[src/rtl/patch_assembler.sv]
// Packs NUM_COMPS consecutive stream components into one patch behind a single output register.
// The register tags each patch with a per-frame index and a frame-last flag.
module patch_assembler #(
    parameter int unsigned DATA_WIDTH = 55,
    parameter int unsigned COMP_WIDTH = 11,
    parameter int unsigned NUM_COMPS  = 5,
    parameter int unsigned IDX_WIDTH  = 16
) (
    input  logic                  clk,
    input  logic                  rst_n,
    input  logic                  comp_valid,
    output logic                  comp_ready,
    input  logic [COMP_WIDTH-1:0] comp_data,
    input  logic                  comp_last,
    output logic [DATA_WIDTH-1:0] patch_out,
    output logic                  patch_valid,
    input  logic                  patch_ready,
    output logic [IDX_WIDTH-1:0]  patch_idx,
    output logic                  patch_last,
    output logic                  err_short
);

    localparam int unsigned CntW = (NUM_COMPS > 1) ? $clog2(NUM_COMPS) : 1;
    localparam int unsigned AsmW = DATA_WIDTH - COMP_WIDTH;
    localparam logic [CntW-1:0] LastSlot = CntW'(NUM_COMPS - 1);

    logic [CntW-1:0]       cnt_q, cnt_d;
    logic [AsmW-1:0]       asm_q, asm_d;
    logic [IDX_WIDTH-1:0]  idx_q, idx_d;
    logic [DATA_WIDTH-1:0] patch_q, patch_d;
    logic                  valid_q, valid_d;
    logic [IDX_WIDTH-1:0]  pidx_q, pidx_d;
    logic                  plast_q, plast_d;
    logic                  err_q, err_d;

    logic accept;
    logic complete;
    logic short_end;

    // Only the completing slot can stall; a draining output register frees it in the same cycle.
    assign comp_ready = (cnt_q != LastSlot) || !valid_q || patch_ready;
    assign accept     = comp_valid && comp_ready;
    assign complete   = accept && (cnt_q == LastSlot);
    assign short_end  = accept && comp_last && (cnt_q != LastSlot);

    always_comb begin
        asm_d = asm_q;
        cnt_d = cnt_q;
        if (accept) begin
            if (complete || comp_last) begin
                asm_d = '0;
                cnt_d = '0;
            end else begin
                for (int unsigned i = 0; i < NUM_COMPS - 1; i++) begin
                    if (cnt_q == CntW'(i)) begin
                        asm_d[COMP_WIDTH*i +: COMP_WIDTH] = comp_data;
                    end
                end
                cnt_d = cnt_q + 1'b1;
            end
        end
    end

    always_comb begin
        idx_d = idx_q;
        if (complete) begin
            idx_d = comp_last ? '0 : idx_q + 1'b1;
        end else if (short_end) begin
            idx_d = '0;
        end
    end

    always_comb begin
        patch_d = patch_q;
        valid_d = valid_q;
        pidx_d  = pidx_q;
        plast_d = plast_q;
        err_d   = short_end;
        if (complete) begin
            patch_d = {comp_data, asm_q};
            valid_d = 1'b1;
            pidx_d  = idx_q;
            plast_d = comp_last;
        end else if (valid_q && patch_ready) begin
            valid_d = 1'b0;
        end
    end

    always_ff @(posedge clk or negedge rst_n) begin
        if (!rst_n) begin
            cnt_q   <= '0;
            asm_q   <= '0;
            idx_q   <= '0;
            patch_q <= '0;
            valid_q <= 1'b0;
            pidx_q  <= '0;
            plast_q <= 1'b0;
            err_q   <= 1'b0;
        end else begin
            cnt_q   <= cnt_d;
            asm_q   <= asm_d;
            idx_q   <= idx_d;
            patch_q <= patch_d;
            valid_q <= valid_d;
            pidx_q  <= pidx_d;
            plast_q <= plast_d;
            err_q   <= err_d;
        end
    end

    assign patch_out   = patch_q;
    assign patch_valid = valid_q;
    assign patch_idx   = pidx_q;
    assign patch_last  = plast_q;
    assign err_short   = err_q;

endmodule

[config.mk]
export PLATFORM = sky130hd
export DESIGN_NAME = patch_assembler
export DESIGN_NICKNAME = d
export VERILOG_FILES = /design/src/rtl/patch_assembler.sv
export SDC_FILE = /design/constraint.sdc
export NUM_CORES = 1
export LEC_CHECK = 0
export CORE_UTILIZATION = 31
export CTS_BUF_LIST = sky130_fd_sc_hd__clkbuf_4
export CTS_CLUSTER_DIAMETER = 100
export DETAILED_ROUTE_END_ITERATION = 7
export PLACE_DENSITY = 0.58
export SLEW_MARGIN = 0
export SYNTH_ARGS = -nofsm -noshare
export SYNTH_HDL_FRONTEND = slang
export SYNTH_SLANG_ARGS = --single-unit
[constraint.sdc]
create_clock -name clk -period 2.55 [get_ports clk]
set_input_delay 0.255 -clock clk [delete_from_list [all_inputs] [get_ports clk]]
set_output_delay 0.255 -clock clk [all_outputs]
set_load 0.02 [all_outputs]
==> results.tsv <==
metric	value	unit
area_growth	25.4	%
timing.hold.ws	224	ps
grt_start_max_net_pins	80	
antenna_violations_before_repair	1	
rsz0062_at_grt	false	
grt_pass1_wl	19.3	mm
finalClockSkew	21.8	ps
ys_top_cells_by_area	dfrtp_1 (60%), mux2_2 (20%), mux2_4 (2.6%)	
seq_area_frac_synth	0.601	
worst-r2r-setup-slack	530	ps
drtIter0Drc	207	
top_area_cell_type_share_of_the_netlist_area	0.601	
internal_power_of_the_cells	4.16	mW
dp.final_hpwl	8.16	mm
power.net_switching	1.95	mW
clock_transition_at_the_register_clock_pins_on_the_worst_setup_and_hold_paths_after_cts	120	ps
vdd_drop_max	0.388	mV
power.leakage	3.28	nW
clock_power_share	0.217	
drt_drc_violations_left	0	
first_pass_iters	7	
placementRows	49	
io-pin-count	91	
proportion_of_layout_cells_with_a_drive_suffix_above_1	0.324	
avgViaCountPerCell	4.73	
ys_types	42	
gp_congestion	0.766	
min_period	2290	ps
detail-route-antenna-nets	0	
finalHoldViolCount	0	
worst_slew_margin_rel	0.458	
tns	0	ps
yosys-top-cells-count	dfrtp_1 (137), mux2_2 (103), nand2_1 (17)	
async_flop_share	1.00	
tritoncts	built	
htreeDepth	4	
design.core.area	18000	um2
wl_per_cell	16.0	um
synth.yosys.warnings	0	
grt.total_usage	0.137	
cts.sinks	137	
clock_insertion_delay_worst_skew	560	ps
tritoncts.num_buffers	17	
critical_path_peak_fanout	6	
min_period_over_period	0.898	
max_slew_violation_total_from_the_final_report	0	
power.share.switching	0.320	
syn-num-nets	421	
postSynthAreaPerCell	14.3	um2
worst_pin_slew	812	ps
setup_viol	0	
cp.required	2300	ps
critPathKind	flop to output port	
die-area	19000	um2
synth-edff-count	0	
maximum_clock_rate	436	MHz
clockRootBuffer	clkbuf_4	
startpoint_of_the_worst_register_to_register_path	cnt_q[0]$_DFFE_PN0P_	
reg2reg_depth	6	
pwr_density_cell	854	nW/um2
min-delay-path-class	primary input to asynchronous set/reset pin	
clock_tree_buf_depth	2	
num_vias	3517	
post_synth_instance_area	5710	um2
regToRegEndpoint	asm_q[34]$_DFFE_PN0P_	
critical_path.endpoint_type	output port	
max-cap-violations	0	
first_global_vias	3662	
chipWidth	138	um
place.port_buffers	90	
synthesis.instances	399	
die_span_y	138	um
power.sequential.fraction	0.475	
floorplan.initialDensity	0.317	
grt_overflow_total	0	
cts_setup_buffers	0	
wl	11.9	mm
synth_ff_type	dfrtp_1	
yosysTopAreaCell	dfrtp_1	
post-synth-top-count-cell	dfrtp_1	
synth_seq_cells	137	
pwr-share-comb	0.309	
status	finished, final reports clean	
arrival	2040	ps
critical_path.startpoint_type	flop	
layout.nets	522	
## power groups by stage
stage	Combinational (mW)	Clock (mW)	Sequential, mW
2_1_floorplan	0.556	0	3.33
3_3_place_gp	1.88	0	2.94
3_5_place_dp	1.91	0	2.96
4_1_cts	1.91	1.38	2.91
5_1_grt	2.02	1.49	2.97
6_report	1.89	1.33	2.90
## how the worst max path moves through the flow
stage | startpoint | to | slack [ps] | cells past startpoint
3_3_place_gp | comp_valid | asm_q[42]$_DFFE_PN0P_ | 440 | 5
5_1_grt | cnt_q[0]$_DFFE_PN0P_ | comp_ready | 100 | 4
4_1_cts | patch_valid$_DFFE_PN0P_ | comp_ready | 90 | 3
2_1_floorplan | cnt_q[0]$_DFFE_PN0P_ | asm_q[0]$_DFFE_PN0P_ | 620 | 7
6_report | cnt_q[0]$_DFFE_PN0P_ | comp_ready | 260 | 4
3_5_place_dp | patch_ready | asm_q[11]$_DFFE_PN0P_ | 370 | 6
## cells by family after synthesis
family | count (synthesis) | synth area share
buffers and inverters | 29 | 0.0263
AOI/OAI and AO/OA | 40 | 0.0537
and+or+nand+nor | 69 | 0.0673
muxes | 118 | 0.239
adders and majority gates | 6 | 0.0132
DFF | 137 | 0.601
## metrics by stage
| step | util | instances | total power [mW] | area [um2] | worst slack, ps |
|---|---|---|---|---|---|
| floorplan | - | 399 | 3.89 | 5710 | 622 |
| global placement | 0.382 | 709 | 4.82 | 6880 | 438 |
| detailed placement | 0.382 | 709 | 4.86 | 6880 | 375 |
| CTS | 0.397 | 742 | 6.20 | 7150 | 94.4 |
| global route | 0.397 | 743 | 6.47 | 7160 | 98.1 |
| finish | 0.397 | 743 | 6.11 | 7160 | 259 |
## layer usage
metal,vias up,routed length [um],global-route usage
li1,1643,-,-
met4,0,225,0.0647
met5,-,0,0
met3,17,400,0.0309
met2,85,5670,0.204
met1,1772,5590,0.186
## worst max-delay path, stage by stage (launching register included)
cell	delay (ps)
dfrtp_1	450
inv_1	100
ha_2	290
nand3_1	110
clkdlybuf4s50_1	550
## sequential cells by signal (all words and copies together) (netlist names)
| name | cells |
|---|---|
| asm_q | 44 |
| cnt_q | 3 |
| err_short | 1 |
| patch_valid | 1 |
| patch_last | 1 |
| patch_idx | 16 |
| idx_q | 16 |
| patch_out | 55 |
## layout by cell type (no fill, tap or decap), types with 2 or more instances in the layout
| cell | count |
|---|---|
| clkdlybuf4s50_1 | 89 |
| nand4_1 | 5 |
| and2_1 | 13 |
| a21oi_2 | 3 |
| mux2_2 | 103 |
| ha_1 | 5 |
| clkinv_2 | 2 |
| clkbuf_4 | 18 |
| a31oi_1 | 9 |
| nand3_1 | 10 |
| dfrtp_1 | 137 |
| clkinv_4 | 2 |
| and3_1 | 4 |
| nand2_1 | 17 |
| clkinvlp_4 | 3 |
| mux2i_1 | 3 |
| a21oi_1 | 3 |
| mux2_4 | 10 |
| nor2_1 | 5 |
| and4_1 | 3 |
| a41oi_1 | 2 |
| clkinv_1 | 2 |
| buf_12 | 2 |
| a22oi_1 | 5 |
| inv_1 | 10 |
| o21ai_0 | 8 |
| nand4b_1 | 2 |
| inv_6 | 4 |
| mux2_1 | 2 |
| buf_4 | 8 |
| nor3_1 | 3 |
| nor3b_1 | 2 |
## timing repair
item / CTS / global route
endpoints found under the hold margin: 61 / 0
resized for setup: 0 / 2
hold buffers: 1 / 0
endpoints found under the setup margin: 0 / 1
## cell type report
class	instances	area, um2
Fill cell	1734	10900
Antenna cell	1	2.50
Clock inverter	14	123
Sequential cell	137	3430
Clock buffer	18	135
Inverter	10	37.5
Timing Repair Buffer	101	1010
Tap cell	229	287
Multi-Input combinational cell	233	2130
Power figures use the tool's default switching activity.
